--- src/rtl/uart_tx_dev.sv ---
// uart_tx_dev: memory-mapped 8N1 transmitter with TX FIFO and idle interrupt.
// Define UART_PARITY_EN to add a parity bit (CTRL bit1 PEN, bit2 ODD).
module uart_tx_dev #(
   parameter int          FIFO_DEPTH = 8,
   parameter logic [15:0] DIV_RESET  = 16'd433
) (
   input  logic        clk,
   input  logic        reset,
   input  logic [31:0] DEV_Addr,
   input  logic [31:0] DEV_WD,
   input  logic        DEV_WE,
   output logic [31:0] DEV_RD,
   output logic        intrp,
   output logic        tx
);
   localparam int AW = $clog2(FIFO_DEPTH);
   localparam logic [AW:0] FULLC = (AW+1)'(FIFO_DEPTH);
   localparam logic [AW:0] ONE = (AW+1)'(1);

   typedef enum logic [2:0] {IDLE, START, DATA, PARITY, STOP} state_t;

   state_t        state;
   logic [7:0]    mem [FIFO_DEPTH];
   logic [AW-1:0] wptr, rptr;
   logic [AW:0]   count;
   logic          ovf, ie;
   logic [15:0]   div, bcnt;
   logic [7:0]    shreg, head;
   logic [2:0]    bitn;
   logic          pen, odd, fpen, fpar;
   logic          wr_data, wr_stat, wr_ctrl, wr_div;
   logic          empty, full, busy, bnd, pop, push;
   logic          unused_ok;

   assign unused_ok = ^{DEV_Addr[31:4], DEV_Addr[1:0], DEV_WD[31:16]};

   assign wr_data = DEV_WE & (DEV_Addr[3:2] == 2'd0);
   assign wr_stat = DEV_WE & (DEV_Addr[3:2] == 2'd1);
   assign wr_ctrl = DEV_WE & (DEV_Addr[3:2] == 2'd2);
   assign wr_div  = DEV_WE & (DEV_Addr[3:2] == 2'd3);

   assign empty = (count == '0);
   assign full  = (count == FULLC);
   assign busy  = (state != IDLE);
   assign bnd   = (bcnt == 16'd0);
   assign head  = mem[rptr];
   // a full FIFO still takes a push when the shifter drains it this cycle
   assign pop   = ~empty & ((state == IDLE) | ((state == STOP) & bnd));
   assign push  = wr_data & (~full | pop);

   always_ff @(posedge clk) begin
      if (push)
         mem[wptr] <= DEV_WD[7:0];
   end

`ifdef UART_PARITY_EN
   always_ff @(posedge clk or posedge reset) begin
      if (reset) begin
         pen <= 1'b0;
         odd <= 1'b0;
      end else if (wr_ctrl) begin
         pen <= DEV_WD[1];
         odd <= DEV_WD[2];
      end
   end
`else
   assign pen = 1'b0;
   assign odd = 1'b0;
`endif

   always_ff @(posedge clk or posedge reset) begin
      if (reset) begin
         wptr  <= '0;
         rptr  <= '0;
         count <= '0;
         ovf   <= 1'b0;
         ie    <= 1'b0;
         div   <= DIV_RESET;
         intrp <= 1'b0;
      end else begin
         if (push)
            wptr <= wptr + AW'(1);
         if (pop)
            rptr <= rptr + AW'(1);
         if (push & ~pop)
            count <= count + ONE;
         else if (~push & pop)
            count <= count - ONE;
         if (wr_data & ~push)
            ovf <= 1'b1;
         else if (wr_stat)
            ovf <= 1'b0;
         if (wr_ctrl)
            ie <= DEV_WD[0];
         if (wr_div)
            div <= DEV_WD[15:0];
         intrp <= ie & empty & ~busy;
      end
   end

   always_ff @(posedge clk or posedge reset) begin
      if (reset) begin
         state <= IDLE;
         tx    <= 1'b1;
         bcnt  <= '0;
         shreg <= '0;
         bitn  <= '0;
         fpen  <= 1'b0;
         fpar  <= 1'b0;
      end else if (pop) begin
         state <= START;
         tx    <= 1'b0;
         bcnt  <= div;
         shreg <= head;
         bitn  <= '0;
         fpen  <= pen;
         fpar  <= (^head) ^ odd;
      end else if (state != IDLE) begin
         if (!bnd) begin
            bcnt <= bcnt - 16'd1;
         end else begin
            bcnt <= div;
            case (state)
               START: begin
                  state <= DATA;
                  tx    <= shreg[0];
                  shreg <= shreg >> 1;
               end
               DATA: begin
                  if (bitn != 3'd7) begin
                     tx    <= shreg[0];
                     shreg <= shreg >> 1;
                     bitn  <= bitn + 3'd1;
                  end else if (fpen) begin
                     state <= PARITY;
                     tx    <= fpar;
                  end else begin
                     state <= STOP;
                     tx    <= 1'b1;
                  end
               end
               PARITY: begin
                  state <= STOP;
                  tx    <= 1'b1;
               end
               default: begin
                  state <= IDLE;
                  tx    <= 1'b1;
               end
            endcase
         end
      end
   end

   always_comb begin
      DEV_RD = '0;
      unique case (DEV_Addr[3:2])
         2'd0: DEV_RD = '0;
         2'd1: DEV_RD = {23'b0, ovf, busy, full, empty, 5'(count)};
         2'd2: DEV_RD = {29'b0, odd, pen, ie};
         2'd3: DEV_RD = {16'b0, div};
      endcase
   end
endmodule
--- config.mk ---
export PLATFORM = sky130hd
export DESIGN_NAME = uart_tx_dev
export DESIGN_NICKNAME = d
export VERILOG_FILES = /design/src/rtl/uart_tx_dev.sv
export SDC_FILE = /design/constraint.sdc
export NUM_CORES = 1
export LEC_CHECK = 0
export CAP_MARGIN = 5
export CORE_MARGIN = 4
export CORE_UTILIZATION = 25
export DETAILED_ROUTE_END_ITERATION = 10
export PLACE_DENSITY = 0.48
export REMOVE_ABC_BUFFERS = 1
export SLEW_MARGIN = 5
export SYNTH_ARGS = -nofsm -noshare
export SYNTH_HDL_FRONTEND = slang
export SYNTH_SLANG_ARGS = --single-unit
--- constraint.sdc ---
create_clock -name clk -period 8.85 [get_ports clk]
set_clock_uncertainty 0.15 [all_clocks]
set_input_delay 2.2125 -clock clk [delete_from_list [all_inputs] [get_ports clk]]
set_output_delay 2.2125 -clock clk [all_outputs]
set_load 0.1 [all_outputs]
# After elaboration in Yosys (flattened, before gate mapping)
# Memories as Yosys holds them, arrays and structs flattened.
# Index checks and enable logic that the tools add are counted.
# Widths: inputs -> output; s select.
# word_totals
reg_bits	60
latchBits	0
mem_bits_rw	64
rom_bits	0
in_bits	67
output_inout_bits	34
wordCells	95
n_memories	1
# classes
addsub	6
n_mul	0
div_mod_pow	0
order_cmp	0
eq_ne	11
shift	0
n_mux	30
bitwise_logic	19
n_reduce_logical	16
# mem_list
name	depth	word_bits	rd	rd_ports_with_merged_regs	wr	line_no	text
mem	8	8	1	0	1	23	logic [7:0] mem [FIFO_DEPTH];
# ops
operator	n
$pmux 32 s4	1
$mux 16	3
$mux 8	4
$mux 3	9
$logic_not 16->1	1
$pmux 8 s2	1
$sub 16x1->16 const B	1
$and 1x1->1	12
$reduce_bool 2->1	6
$add 3x1->3 const B	3
$ne 3x3->1 const B	3
$pmux 3 s3	1
$mux 1	8
$mux 4	2
$reduce_and 4->1	2
$eq 3x2->1 const B	2
$reduce_bool 3->1	2
$not 1->1	5
$add 4x1->4 const B	1
$eq 2x2->1 const B	2
$eq 4x4->1 const B	1
$logic_not 4->1	1
$sub 4x1->4 const B	1
$eq 3x1->1 const B	1
8 further kinds	9

# Longest topological paths before layout
# Gate-level depths: netlist of run 1.
# logic_depth
word_depth	10
depth_mapped	14

# Worst setup path before layout of run 1
# Ideal clock, no wire load.
# synth_path
kind	input -> output
from	in DEV_Addr[2]
to	out DEV_RD[0]
arrival_ns	4.822
required_time_ns	6.488
setup_slack_ns	1.666
cell_stages	4
path_cell_list	clkbuf_1 clkbuf_1 nand2_1 o21ai_0
# synth_between
elab_chain_len	2
elab_cells_between_ends	5
# synth_lines
element	line_no	text
start, declared	9	input logic [31:0] DEV_Addr,
$eq 2x2->1 (tied with other cells)	157	unique case (DEV_Addr[3:2])
$pmux 32 s4 *	157	
end, declared	12	output logic [31:0] DEV_RD,
# Mark *: on every way between the ends. The rest lies on a longest branch, timed or not. The select of a mux whose other input is x is not followed.

# Worst setup path in the final report of run 1
# layout_path
from	in DEV_Addr[3]
to	out DEV_RD[6]
# The elaborated chain is that of the path after synthesis.

==> results.json, run 1 <==
{
  "dr_total_vias": 3633,
  "critical_path.top_delay_family": "buffers and inverters",
  "cpMaxStageDelayCell": "clkdlybuf4s50_1",
  "post_cts_resized": 0,
  "clk_latency_ns": 0.42,
  "synth_warnings": 0,
  "crit_path_max_incr_delay_ns": 1.14,
  "io_pins": 101,
  "cp_common_cell": "clkdlybuf4s50_1",
  "clock-sinks": 124,
  "die-area_sq_um": 26100,
  "ctsLongestPathBuffers": 2,
  "die_x_microns": 161,
  "syn-cell-area_sq_um": 5890,
  "avgRoutedWirePerCell_microns": 16.7,
  "crit_chain": "clkdlybuf4s50_1 > nand2_1 > o21ai_0 > and2_1 > clkdlybuf4s50_1",
  "synth_seq_area_share_pct": 58.3,
  "port_buffers": 38,
  "fin_cells": 800,
  "worst_setup_path_start_kind": "input port",
  "drt_iter0_drc": 197,
  "areaGrowthSynthToFinish_pct": 20.3,
  "rows": 55,
  "layout-drive-gt1-share_pct": 17.7,
  "cap_violations": 0,
  "cp-end-kind": "output port",
  "antenna_left": 0,
  "cts_buffers": 17,
  "routed_wl_microns": 13400,
  "worst_pin_slew_ns": 1.19,
  "post_cts_buffers": 0,
  "crit_buf_inv": 2,
  "powerDensity_nw_per_um2": 301,
  "clk_pin_slew_ns": 0.05,
  "fill_cells": 2265,
  "vias_per_cell": 4.54,
  "cts_hold_buf": 0,
  "synthFlopType": "edfxtp_1",
  "grt_pass1_vias": 3881,
  "antenna_cells": 0,
  "die-height_microns": 161,
  "final_cell_mix": "64 x edfxtp_1, 54 x dfrtp_1, 38 x clkdlybuf4s50_1",
  "crit_required_ns": 6.49,
  "drv_slew": 0,
  "p_leak_nw": 2.63,
  "ys_ff_latch": 124,
  "maxSlewHeadroom_pct": 20.5,
  "whs_ns": 0.363,
  "max_freq_mhz": 138,
  "rsz0062_at_grt": "no",
  "post-place-cells": 769,
  "drc": 0,
  "routabilityCongestion": 0.815,
  "ys_async_sr_fraction_pct": 48.4,
  "grt_start_max_net_pins": 61,
  "cts_tree": "done",
  "start_util_pct": 25.7,
  "min_path_type": "flip-flop to flip-flop",
  "post-route-util_pct": 30.9,
  "synth_edf_count": 64,
  "crit_type": "input port to output port",
  "first_pass_iters": 5,
  "finalCritPeriodShare_pct": 81.9,
  "grt_pass1_wl_microns": 22000,
  "core_region_area_sq_um": 22900,
  "cp_max_fo": 25,
  "antenna_found_initial": 0,
  "overflow": 0,
  "arrival_ns": 4.88,
  "ir_worst_vdd_mv": 0.136,
  "syn_inst": 441,
  "cts-root-buf": "clkbuf_16",
  "final_nets": 551,
  "setup_viol_count_final": 0,
  "synth.avg_cell_area_sq_um": 13.4,
  "layout_min_cycle_time_ns": 7.24,
  "post_synth_num_cell_types": 61,
  "gr-usage-all-layers_pct": 10.9,
  "hpwl_microns": 8890,
  "hold_viol": 0,
  "htree_levels": 4,
  "final_common_cell": "edfxtp_1",
  "tns_ns": 0,
  "outcome": "complete, no violations"
}
## cells in the mapped netlist, types with 4 or more instances
cell / count / area share, %
a31oi_1: 4 / 0.42
a21oi_1: 15 / 1.3
nor4_1: 4 / 0.42
nand3_1: 6 / 0.51
mux2i_1: 31 / 5.3
buf_4: 17 / 2.2
buf_2: 4 / 0.34
o21ai_0: 19 / 1.6
mux2_2: 21 / 4.0
xnor2_1: 5 / 0.74
nor2_1: 15 / 0.96
inv_1: 7 / 0.45
edfxtp_1: 64 / 33
nor3_1: 11 / 0.93
and3_1: 11 / 1.2
xor2_1: 4 / 0.59
dfstp_2: 6 / 2.7
nand2_1: 27 / 1.7
dfrtp_1: 54 / 23
nor2b_1: 4 / 0.42
and2_1: 6 / 0.64
ha_1: 8 / 1.7
mux4_2: 16 / 6.1
clkbuf_1: 19 / 1.2
nand4_1: 6 / 0.64
## metal layers
layer,vias to the layer above,global-route usage [%],share of wire [%]
li1,1704,-,-
met1,1828,14.8,48
met2,83,16.7,47
met3,18,2.86,4.1
met4,0,3.99,1.8
met5,-,0,0
## worst paths after layout
path                            slack [ns]                start  cells after the start                   end
worst min-delay path                  0.36       ie$_DFFE_PP0P_                      1       intrp$_DFF_PP0_
min in group asynchronous             2.22                reset                      3   rptr[0]$_DFFE_PP0P_
worst max-delay path                  1.61          DEV_Addr[3]                      5             DEV_RD[6]
worst min register to register        0.36       ie$_DFFE_PP0P_                      1       intrp$_DFF_PP0_
worst max register to register        4.74  bcnt[6]$_DFFE_PP0P_                     12  count[3]$_DFFE_PP0P_
max in group asynchronous             5.81                reset                      3  count[2]$_DFFE_PP0P_
## state kept, by name, summed over array words and instances (netlist names)
| register | count |
|---|---|
| state | 3 |
| rptr | 3 |
| wptr | 3 |
| mem | 64 |
| bitn | 3 |
| tx | 1 |
| count | 4 |
| shreg | 8 |
| ie | 1 |
| div | 16 |
| intrp | 1 |
| ovf | 1 |
| bcnt | 16 |
## layout make-up
class	count	area (sq um)	area share (%)
clock buffers	18	429	6.06
multi-input cells	283	2250	31.8
well taps	313	392	5.53
repair buffers	42	410	5.79
flip-flops and latches	124	3430	48.4
clock inverters	13	144	2.03
inverters	7	26.3	0.371
## logic make-up (layout without fill, tap and decap cells)
group	after synthesis	after routing	share of synthesized area [%]
flip-flops	124	124	58.3
AND/OR/NAND/NOR	119	119	11.7
multiplexers	68	68	15.4
AO/OA/AOI/OAI	62	62	6.76
buffers and inverters	49	80	4.42
adder cells (fa/ha/maj)	9	9	2.04
XOR/XNOR	9	9	1.34
other	1	16	0.0637
## power by group
group | leakage [nW] | total [W] | switching (W) | internal [W]
registers | 1.29 | 0.000866 | 0.000141 | 0.000725
logic | 1.08 | 0.000593 | 0.000330 | 0.000263
clock network | 0.269 | 0.000673 | 0.000259 | 0.000414
total | 2.63 | 0.00213 | 0.000730 | 0.00140
## through the flow
stage / power (W) / worst slack, ns / cell area [sq um]
after floorplan: 0.00130 / 2.12 / 5710
after global placement: 0.00146 / 1.60 / 6510
after detailed placement: 0.00147 / 1.60 / 6510
after CTS: 0.00215 / 1.61 / 7090
after global routing: 0.00226 / 1.38 / 7090
final: 0.00213 / 1.61 / 7090
Power figures use the tool's default switching activity.
==> run 2, diff against run 1 <==
Settings changed: PLACE_DENSITY 0.48 to 0.49.
Clock period 8.85 ns to 6.1 ns, I/O delays scaled along.
==> run 2 against run 1 <==
Net effect:
- global-route usage shrank 0.32 points
- die area is the same
- sequential share of layout area grew 0.060 points
- flip-flop and latch count is the same
- power grew 45%
- via count is essentially flat
- critical path depth is the same
- combinational power grew 42%
- final area shrank 0.12%
- wire length shrank 1.3%
- non-clock buffer count grew 2
- hold slack lost 0.0073 ns
- largest power group unchanged
==> results.json, run 2 (synthesis gave the netlist of run 1 again) <==
{
  "post_cts_resized": 0,
  "start_util_pct": 25.7,
  "vias_per_cell": 4.53,
  "final_cell_mix": "64 x edfxtp_1, 54 x dfrtp_1, 31 x mux2i_1",
  "drc": 0,
  "p_leak_nw": 2.69,
  "clock-sinks": 124,
  "worst_setup_path_start_kind": "input port",
  "routabilityCongestion": 0.782,
  "hold_viol": 0,
  "die-area_sq_um": 26100,
  "p_comb_share_pct": 27.2,
  "arrival_ns": 3.39,
  "antenna_cells": 0,
  "finalPower_w": 0.00310,
  "layout_min_cycle_time_ns": 5.06,
  "rsz0062_at_grt": "no",
  "r2r-start": "bcnt[6]$_DFFE_PP0P_",
  "final_nets": 553,
  "pre_cts_ws_ns": 1.05,
  "crit_type": "input port to output port",
  "path_depth": 5,
  "rr_worst_depth": 12,
  "cts-root-buf": "clkbuf_16",
  "fin_area_sq_um": 7080,
  "fin_ws_ns": 1.04,
  "htree_levels": 4,
  "min_path_type": "flip-flop to flip-flop",
  "ir_worst_vdd_mv": 0.189,
  "crit_path_start": "DEV_Addr[3]",
  "first_pass_iters": 4,
  "grt_pass1_vias": 3713,
  "largest-register": "mem",
  "overflow": 0,
  "placed_area_sq_um": 6490,
  "routed_wl_microns": 13200,
  "layout-drive-gt1-share_pct": 21.4,
  "cp_max_fo": 25,
  "post-route-util_pct": 30.9,
  "grt_start_max_net_pins": 54,
  "crit_path_max_incr_delay_ns": 1.10,
  "finalCritPeriodShare_pct": 83.0,
  "post_cts_buffers": 0,
  "die-height_microns": 161,
  "avgRoutedWirePerCell_microns": 16.4,
  "largest_register_ffs": 64,
  "cts_tree": "done",
  "cp-end-kind": "output port",
  "gr-usage-all-layers_pct": 10.5,
  "ff2ff_setup_slack_ns": 1.85,
  "cpMaxStageDelayCell": "clkdlybuf4s50_1",
  "sw_frac_of_total_pct": 34.2,
  "setup_viol_count_final": 0,
  "critical_path.top_delay_family": "buffers and inverters",
  "worst_pin_slew_ns": 1.20,
  "rows": 55,
  "outcome": "complete, no violations",
  "cap_violations": 0,
  "clkPwrFrac_pct": 32.3,
  "worstSetupEndpoint": "DEV_RD[5]",
  "maxSlewHeadroom_pct": 19.4,
  "core_region_area_sq_um": 22900,
  "die_x_microns": 161,
  "clk_pin_slew_ns": 0.06,
  "tns_ns": 0,
  "ctsLongestPathBuffers": 2,
  "drt_iter0_drc": 241,
  "max_freq_mhz": 197,
  "grt_pass1_wl_microns": 21300,
  "cts_buffers": 17,
  "clk_latency_ns": 0.41,
  "powerDensity_nw_per_um2": 438,
  "hpwl_microns": 8870,
  "dr_total_vias": 3635,
  "final_common_cell": "edfxtp_1",
  "drv_slew": 0,
  "cts_hold_buf": 0,
  "r2r_end": "count[3]$_DFFE_PP0P_",
  "io_pins": 101,
  "top_regs": "mem x64, bcnt x16, div x16",
  "port_buffers": 38,
  "internal-power_w": 0.00204,
  "areaGrowthSynthToFinish_pct": 20.2,
  "antenna_left": 0,
  "crit_chain": "clkdlybuf4s50_1 > nand2_1 > o21ai_0 > and2_1 > buf_4",
  "crit_required_ns": 4.43,
  "power.switching_w": 0.00106,
  "power_frac_seq_pct": 40.5,
  "crit_buf_inv": 2,
  "antenna_found_initial": 0
}
## run 2: worst register-to-register path: stages, from the launching register on
cell and delay [ns]:
dfrtp_1 0.45, nor4_1 0.71, nand4_1 0.30, a21oi_2 0.86
inv_1 0.28, ha_1 0.33, inv_1 0.13, ha_1 0.24
a21o_1 0.17, a21oi_1 0.17, xnor2_1 0.14, nor2_1 0.06
xor2_1 0.14
## run 2: power groups by stage
stage	sequential [W]	clock [W]	combinational (W)
2_1_floorplan	0.00125	0	0.000633
6_report	0.00126	0.000999	0.000843
5_1_grt	0.00129	0.00106	0.000924
3_3_place_gp	0.00127	0	0.000840
3_5_place_dp	0.00127	0	0.000858
4_1_cts	0.00126	0.00102	0.000859
## run 2: cell type report
cell class | instances | area (sq um)
timing repair buffer | 44 | 385
inverter | 7 | 26.3
clock inverter | 14 | 160
tap | 313 | 392
fill | 2293 | 15800
clock buffer | 18 | 429
sequential | 124 | 3430
multi-input combinational | 283 | 2250
## run 2: per-layer routing
metal  part of all wire (%)  global-route usage [%]  wire, microns  up-vias
li1                       -                       -              -     1716
met1                     48                    14.5           6310     1826
met2                     46                    16.1           6110       78
met3                    4.6                    2.65            611       15
met4                    1.3                    3.88            177        0
met5                      0                       0              0        -
## run 2: how the worst min path moves through the flow
stage,start,cells past startpoint,end
2_1_floorplan,ovf$_DFFE_PP0P_,2,ovf$_DFFE_PP0P_
3_3_place_gp,ie$_DFFE_PP0P_,1,intrp$_DFF_PP0_
3_5_place_dp,ovf$_DFFE_PP0P_,2,ovf$_DFFE_PP0P_
4_1_cts,ovf$_DFFE_PP0P_,2,ovf$_DFFE_PP0P_
5_1_grt,ovf$_DFFE_PP0P_,2,ovf$_DFFE_PP0P_
6_report,ovf$_DFFE_PP0P_,2,ovf$_DFFE_PP0P_
## run 2: through the flow
stage	hold WS, ns	cells
2_1_floorplan	0.297	414
3_3_place_gp	0.356	771
3_5_place_dp	0.363	771
4_1_cts	0.376	803
5_1_grt	0.394	803
6_report	0.356	803
==> edit 1, RTL diff (settings of run 2) <==
Put a register stage on the output `DEV_RD`. The value now appears one clock later. The other outputs are not delayed to match.
--- a/src/rtl/uart_tx_dev.sv
+++ b/src/rtl/uart_tx_dev.sv
@@ -20,2 +20,4 @@
    typedef enum logic [2:0] {IDLE, START, DATA, PARITY, STOP} state_t;
+
+   logic [31:0] DEV_RD_d;
 
@@ -155,10 +157,14 @@
    always_comb begin
-      DEV_RD = '0;
+      DEV_RD_d = '0;
       unique case (DEV_Addr[3:2])
-         2'd0: DEV_RD = '0;
-         2'd1: DEV_RD = {23'b0, ovf, busy, full, empty, 5'(count)};
-         2'd2: DEV_RD = {29'b0, odd, pen, ie};
-         2'd3: DEV_RD = {16'b0, div};
+         2'd0: DEV_RD_d = '0;
+         2'd1: DEV_RD_d = {23'b0, ovf, busy, full, empty, 5'(count)};
+         2'd2: DEV_RD_d = {29'b0, odd, pen, ie};
+         2'd3: DEV_RD_d = {16'b0, div};
       endcase
    end
+   always_ff @(posedge clk) begin
+      DEV_RD <= DEV_RD_d;
+   end
+
 endmodule
Check against the original RTL: not equivalent (Yosys sat finds a counterexample within 4 cycles, from zero or initial values and one cycle with reset high).
==> edit 1 against run 2 <==
Via count is 2.6% higher; wire length is 2.2% higher; sequential cell count is 16 higher; area after synthesis is 5.4% higher; worst setup slack better by 1.0 ns; total power is 4.3% higher; design area is 5.3% higher; critical endpoint is now count[3]; largest power group unchanged; global-route usage is 0.29 points lower; die area is 5.2% higher.
==> edit 1: results (changes against run 2) <==
\begin{tabular}{lr}
\hline
Metric & Value \\
\hline
\multicolumn{2}{l}{\textbf{Drt}} \\
\quad Initial DRC count & 276 (+15\%) \\
\quad Via count of the routed design & 3731 (+2.6\%) \\
\quad Wire per inst & 16.2 microns (-1.4\%) \\
\multicolumn{2}{l}{\textbf{Global route}} \\
\quad Largest net degree at the start of global routing & 61 (+13\%) \\
\quad First-pass GRT wire length & 22100 microns (+3.6\%) \\
\quad Number of global-route vias before repair & 3888 (+4.7\%) \\
\quad Aggregate global-route resource usage & 10.3\% (-0.29 points) \\
\multicolumn{2}{l}{\textbf{Power and ir drop}} \\
\quad Leak pwr & 2.79 nW (+3.7\%) \\
\quad Peak ir drop on the vdd network & 0.191 mV (+1.3\%) \\
\quad Sw Share & 33.0\% (-1.2 points) \\
\multicolumn{2}{l}{\textbf{Worst setup path}} \\
\quad Worst Setup EP & count[3] \\
\quad Delay contributed by the slowest stage of the critical path & 0.40 ns (-0.70 ns) \\
\quad Depth of the most critical reg-to-reg path & 13 (+1) \\
\quad R2R setup slack & 2.36 ns (+0.51 ns) \\
\quad R2r startpoint & bcnt[6] \\
\quad Worst EP arrival & 4.18 ns (+0.79 ns) \\
\multicolumn{2}{l}{\textbf{Synthesis}} \\
\quad Asr flop ratio synth & 42.9\% (-5.5 points) \\
\quad Cell types occupying the most area after synthesis & sky130\_fd\_sc\_hd\_\_edfxtp\_1, sky130\_fd\_sc\_hd\_\_dfrtp\_1, sky130\_fd\_sc\_hd\_\_mux4\_2 \\
\quad Count of different cell masters after synthesis & 62 (+1.6\%) \\
\quad Part of the Yosys area used for sequential elements & 60.4\% (+2.2 points) \\
\multicolumn{2}{l}{\textbf{Clocking}} \\
\quad CTS buffer count & 17 (unchanged) \\
\quad H-tree levels & 4 (unchanged) \\
\multicolumn{2}{l}{\textbf{Finish}} \\
\quad Share of layout cells above drive strength 1 & 17.3\% (-4.1 points) \\
\quad Filler instances & 2476 (+8.0\%) \\
\quad Post-layout nets & 571 (+3.3\%) \\
\quad Largest reg by FF count & mem \\
\multicolumn{2}{l}{\textbf{Outcome}} \\
\quad Status & finished clean \\
\multicolumn{2}{l}{\textbf{Placement}} \\
\quad GP Congestion & 0.821 (+5.0\%) \\
\quad Post-DP HPWL & 8970 microns (+1.1\%) \\
\quad I/O Buffers & 38 (unchanged) \\
\multicolumn{2}{l}{\textbf{Timing}} \\
\quad Worst slew slack as a fraction of its limit & 16.0\% (-3.4 points) \\
\hline
\end{tabular}
==> edit 1: metrics by stage <==
| step | total power (W) | hold slack, ns | worst slack, ns | area (sq um) | cells |
|---|---|---|---|---|---|
| finish | 0.00323 | 0.364 | 2.08 | 7450 | 832 |
| global route | 0.00342 | 0.400 | 1.85 | 7450 | 832 |
| detailed placement | 0.00226 | 0.366 | 1.64 | 6880 | 800 |
| floorplan | 0.00201 | 0.297 | 2.13 | 6030 | 430 |
| global placement | 0.00223 | 0.355 | 1.69 | 6880 | 800 |
| CTS | 0.00327 | 0.379 | 2.07 | 7450 | 832 |
==> edit 1: kinds of logic (layout without fill, tap and decap cells) <==
| family | count (synthesis) | count (layout) | synth area share, % |
|---|---|---|---|
| AO/OA/AOI/OAI | 62 | 62 | 6.41 |
| XOR/XNOR | 9 | 9 | 1.27 |
| adder cells (fa/ha/maj) | 9 | 9 | 1.93 |
| buffers and inverters | 49 | 85 | 4.19 |
| flip-flops | 140 | 140 | 60.4 |
| multiplexers | 68 | 68 | 14.6 |
| other | 1 | 16 | 0.0604 |
| AND/OR/NAND/NOR | 119 | 119 | 11.1 |
==> edit 1: power by group through the flow <==
stage	logic, W	registers, W	clock network [W]
finish	0.000854	0.00138	0.000999
detailed placement	0.000865	0.00140	0
CTS	0.000867	0.00138	0.00102
global route	0.000938	0.00141	0.00107
floorplan	0.000535	0.00147	0
global placement	0.000846	0.00139	0
==> edit 1: area by class of cell <==
type / instances / area [sq um] / area share [%]
Inverter: 7 / 26.3 / 0.353
Tap cell: 324 / 405 / 5.44
Multi-Input combinational cell: 283 / 2250 / 30.3
Clock inverter: 10 / 119 / 1.60
Timing Repair Buffer: 46 / 440 / 5.91
Sequential cell: 140 / 3750 / 50.3
Clock buffer: 22 / 454 / 6.10
==> edit 1: how the worst min path moves through the flow <==
| stage | slack (ns) | cells after the start | start | endpoint |
|---|---|---|---|---|
| after floorplan | 0.30 | 2 | ovf | ovf |
| after global placement | 0.35 | 1 | ie | intrp |
| after detailed placement | 0.37 | 1 | ie | intrp |
| after CTS | 0.38 | 1 | ie | intrp |
| after global routing | 0.40 | 1 | ie | intrp |
| final | 0.36 | 2 | ovf | ovf |
==> edit 1: per-layer routing <==
layer / track usage [%] / share of wire [%]
met2: 16.4 / 48
met4: 3.87 / 1.7
met3: 2.74 / 5.2
met1: 13.4 / 45
met5: 0 / 0
==> edit 2, RTL diff (flow settings as in run 2) <==
Made on the original files. The parameter `FIFO_DEPTH` goes from 8 to 16.
--- a/src/rtl/uart_tx_dev.sv
+++ b/src/rtl/uart_tx_dev.sv
@@ -3,3 +3,3 @@
 module uart_tx_dev #(
-   parameter int          FIFO_DEPTH = 8,
+   parameter int          FIFO_DEPTH = 16,
    parameter logic [15:0] DIV_RESET  = 16'd433
Behaviour: not the same (a bounded check fails within 10 cycles, from zero or initial values and one cycle with reset high).
==> edit 2 against run 2 <==
Critical path depth is the same; total power is 29% higher; clock power grew 9%; utilization shrank 1.6 points; design area increased by 39%; area after synthesis grew 45%; worst setup slack better by 0.089 ns; wire length is 50% higher; sequential cell count increased by 67; fmax grew 1.8%; die area is 43% higher; critical path type unchanged; largest cell class unchanged.
==> edit 2: results (changes against run 2) <==
\begin{tabular}{lr}
\hline
Metric & Value \\
\hline
\multicolumn{2}{l}{\textbf{Drt}} \\
\quad Via count of the routed design & 4919 (+35\%) \\
\quad Mean number of vias per cell & 4.56 (+0.71\%) \\
\quad Initial DRC count & 347 (+44\%) \\
\multicolumn{2}{l}{\textbf{Placement}} \\
\quad GP Congestion & 0.731 (-6.6\%) \\
\quad Post-DP HPWL & 13300 microns (+50\%) \\
\quad Post-place instance area & 9300 sq um (+43\%) \\
\quad Worst slack at placement & 1.10 ns (+0.0508 ns) \\
\multicolumn{2}{l}{\textbf{Finish}} \\
\quad Share of layout cells above drive strength 1 & 19.0\% (-2.4 points) \\
\quad Post-layout nets & 698 (+26\%) \\
\multicolumn{2}{l}{\textbf{Global route}} \\
\quad Aggregate global-route resource usage & 10.9\% (+0.38 points) \\
\quad Number of global-route vias before repair & 4844 (+30\%) \\
\multicolumn{2}{l}{\textbf{Synthesis}} \\
\quad Part of the Yosys area used for sequential elements & 63.4\% (+5.1 points) \\
\quad Number of standard cells after synthesis & 583 (+32\%) \\
\quad Cell types occupying the most area after synthesis & sky130\_fd\_sc\_hd\_\_edfxtp\_1, sky130\_fd\_sc\_hd\_\_dfrtp\_1, sky130\_fd\_sc\_hd\_\_mux4\_2 \\
\quad Count of different cell masters after synthesis & 73 (+20\%) \\
\quad Xor-xnor portion of the synthesized cell area & 1.53\% (+0.20 points) \\
\quad Number of flops mapped to enable cells by yosys & 128 (+100\%) \\
\multicolumn{2}{l}{\textbf{Worst setup path}} \\
\quad Critical path peak fanout & 13 (-48\%) \\
\quad Depth of the most critical reg-to-reg path & 15 (+3) \\
\quad R2r startpoint & bcnt[0] \\
\multicolumn{2}{l}{\textbf{Power and ir drop}} \\
\quad Leak pwr & 3.51 nW (+31\%) \\
\quad Sw Share & 35.3\% (+1.1 points) \\
\multicolumn{2}{l}{\textbf{Timing}} \\
\quad Maximum frequency from static timing analysis & 201 MHz (+1.8\%) \\
\multicolumn{2}{l}{\textbf{Hold path}} \\
\quad Worst hold path cell count & 1 (-1) \\
\multicolumn{2}{l}{\textbf{Outcome}} \\
\quad Status & finished clean \\
\hline
\end{tabular}
## edit 2: power groups by stage
| stage | sequential (W) | clock, W | combinational (W) |
|---|---|---|---|
| after floorplan | 0.00183 | 0 | 0.000798 |
| after global placement | 0.00184 | 0 | 0.00111 |
| after detailed placement | 0.00184 | 0 | 0.00112 |
| after CTS | 0.00181 | 0.00112 | 0.00113 |
| after global routing | 0.00185 | 0.00117 | 0.00121 |
| final | 0.00181 | 0.00109 | 0.00111 |
## edit 2: per-layer routing
layer	global-route usage (%)	vias to the layer above	share of wire, %
li1	-	2293	-
met1	15.4	2520	46
met2	17.1	90	49
met3	2.30	16	3.7
met4	3.21	0	1.3
met5	0	-	0
## edit 2: kinds of logic (layout without fill, tap and decap cells)
| kind of cell | after synthesis | in the layout |
|---|---|---|
| muxes | 70 | 70 |
| DFF | 191 | 191 |
| AOI/OAI and AO/OA | 107 | 107 |
| buffers and inverters | 63 | 96 |
| xor gates and xnor gates | 15 | 15 |
| adders and majority gates | 13 | 13 |
| other | 1 | 16 |
| and+or+nand+nor | 123 | 123 |
## edit 2: worst paths after layout
check | endpoint | slack [ns]
setup / recovery | DEV_RD[5] | 1.12
hold / removal | shreg[7] | 0.36
setup reg to reg | count[4] | 2.07
hold reg to reg | shreg[7] | 0.36
max in group asynchronous | div[4] | 3.42
min in group asynchronous | div[11] | 1.45
## edit 2: cell type report
| type | instances | area [sq um] |
|---|---|---|
| Clock buffer | 19 | 433 |
| Clock inverter | 13 | 134 |
| Fill cell | 3411 | 23800 |
| Inverter | 16 | 60.1 |
| Multi-Input combinational cell | 344 | 2840 |
| Sequential cell | 191 | 5430 |
| Tap cell | 448 | 561 |
| Timing Repair Buffer | 48 | 415 |
## edit 2: worst max-delay path, cell delays in order
cell and delay (ns):
sky130_fd_sc_hd__clkdlybuf4s50_1 0.72, sky130_fd_sc_hd__inv_1 0.28, sky130_fd_sc_hd__nand2_1 0.07, sky130_fd_sc_hd__a21boi_0 0.33, sky130_fd_sc_hd__buf_4 0.36
## edit 2: stage by stage
stage | total power, W | utilization [%] | hold slack (ns)
5_1_grt | 0.00423 | 29.3 | 0.376
3_5_place_dp | 0.00296 | 27.6 | 0.339
3_3_place_gp | 0.00295 | 27.6 | 0.330
4_1_cts | 0.00406 | 29.3 | 0.355
2_1_floorplan | 0.00263 | - | 0.314
6_report | 0.00401 | 29.3 | 0.355
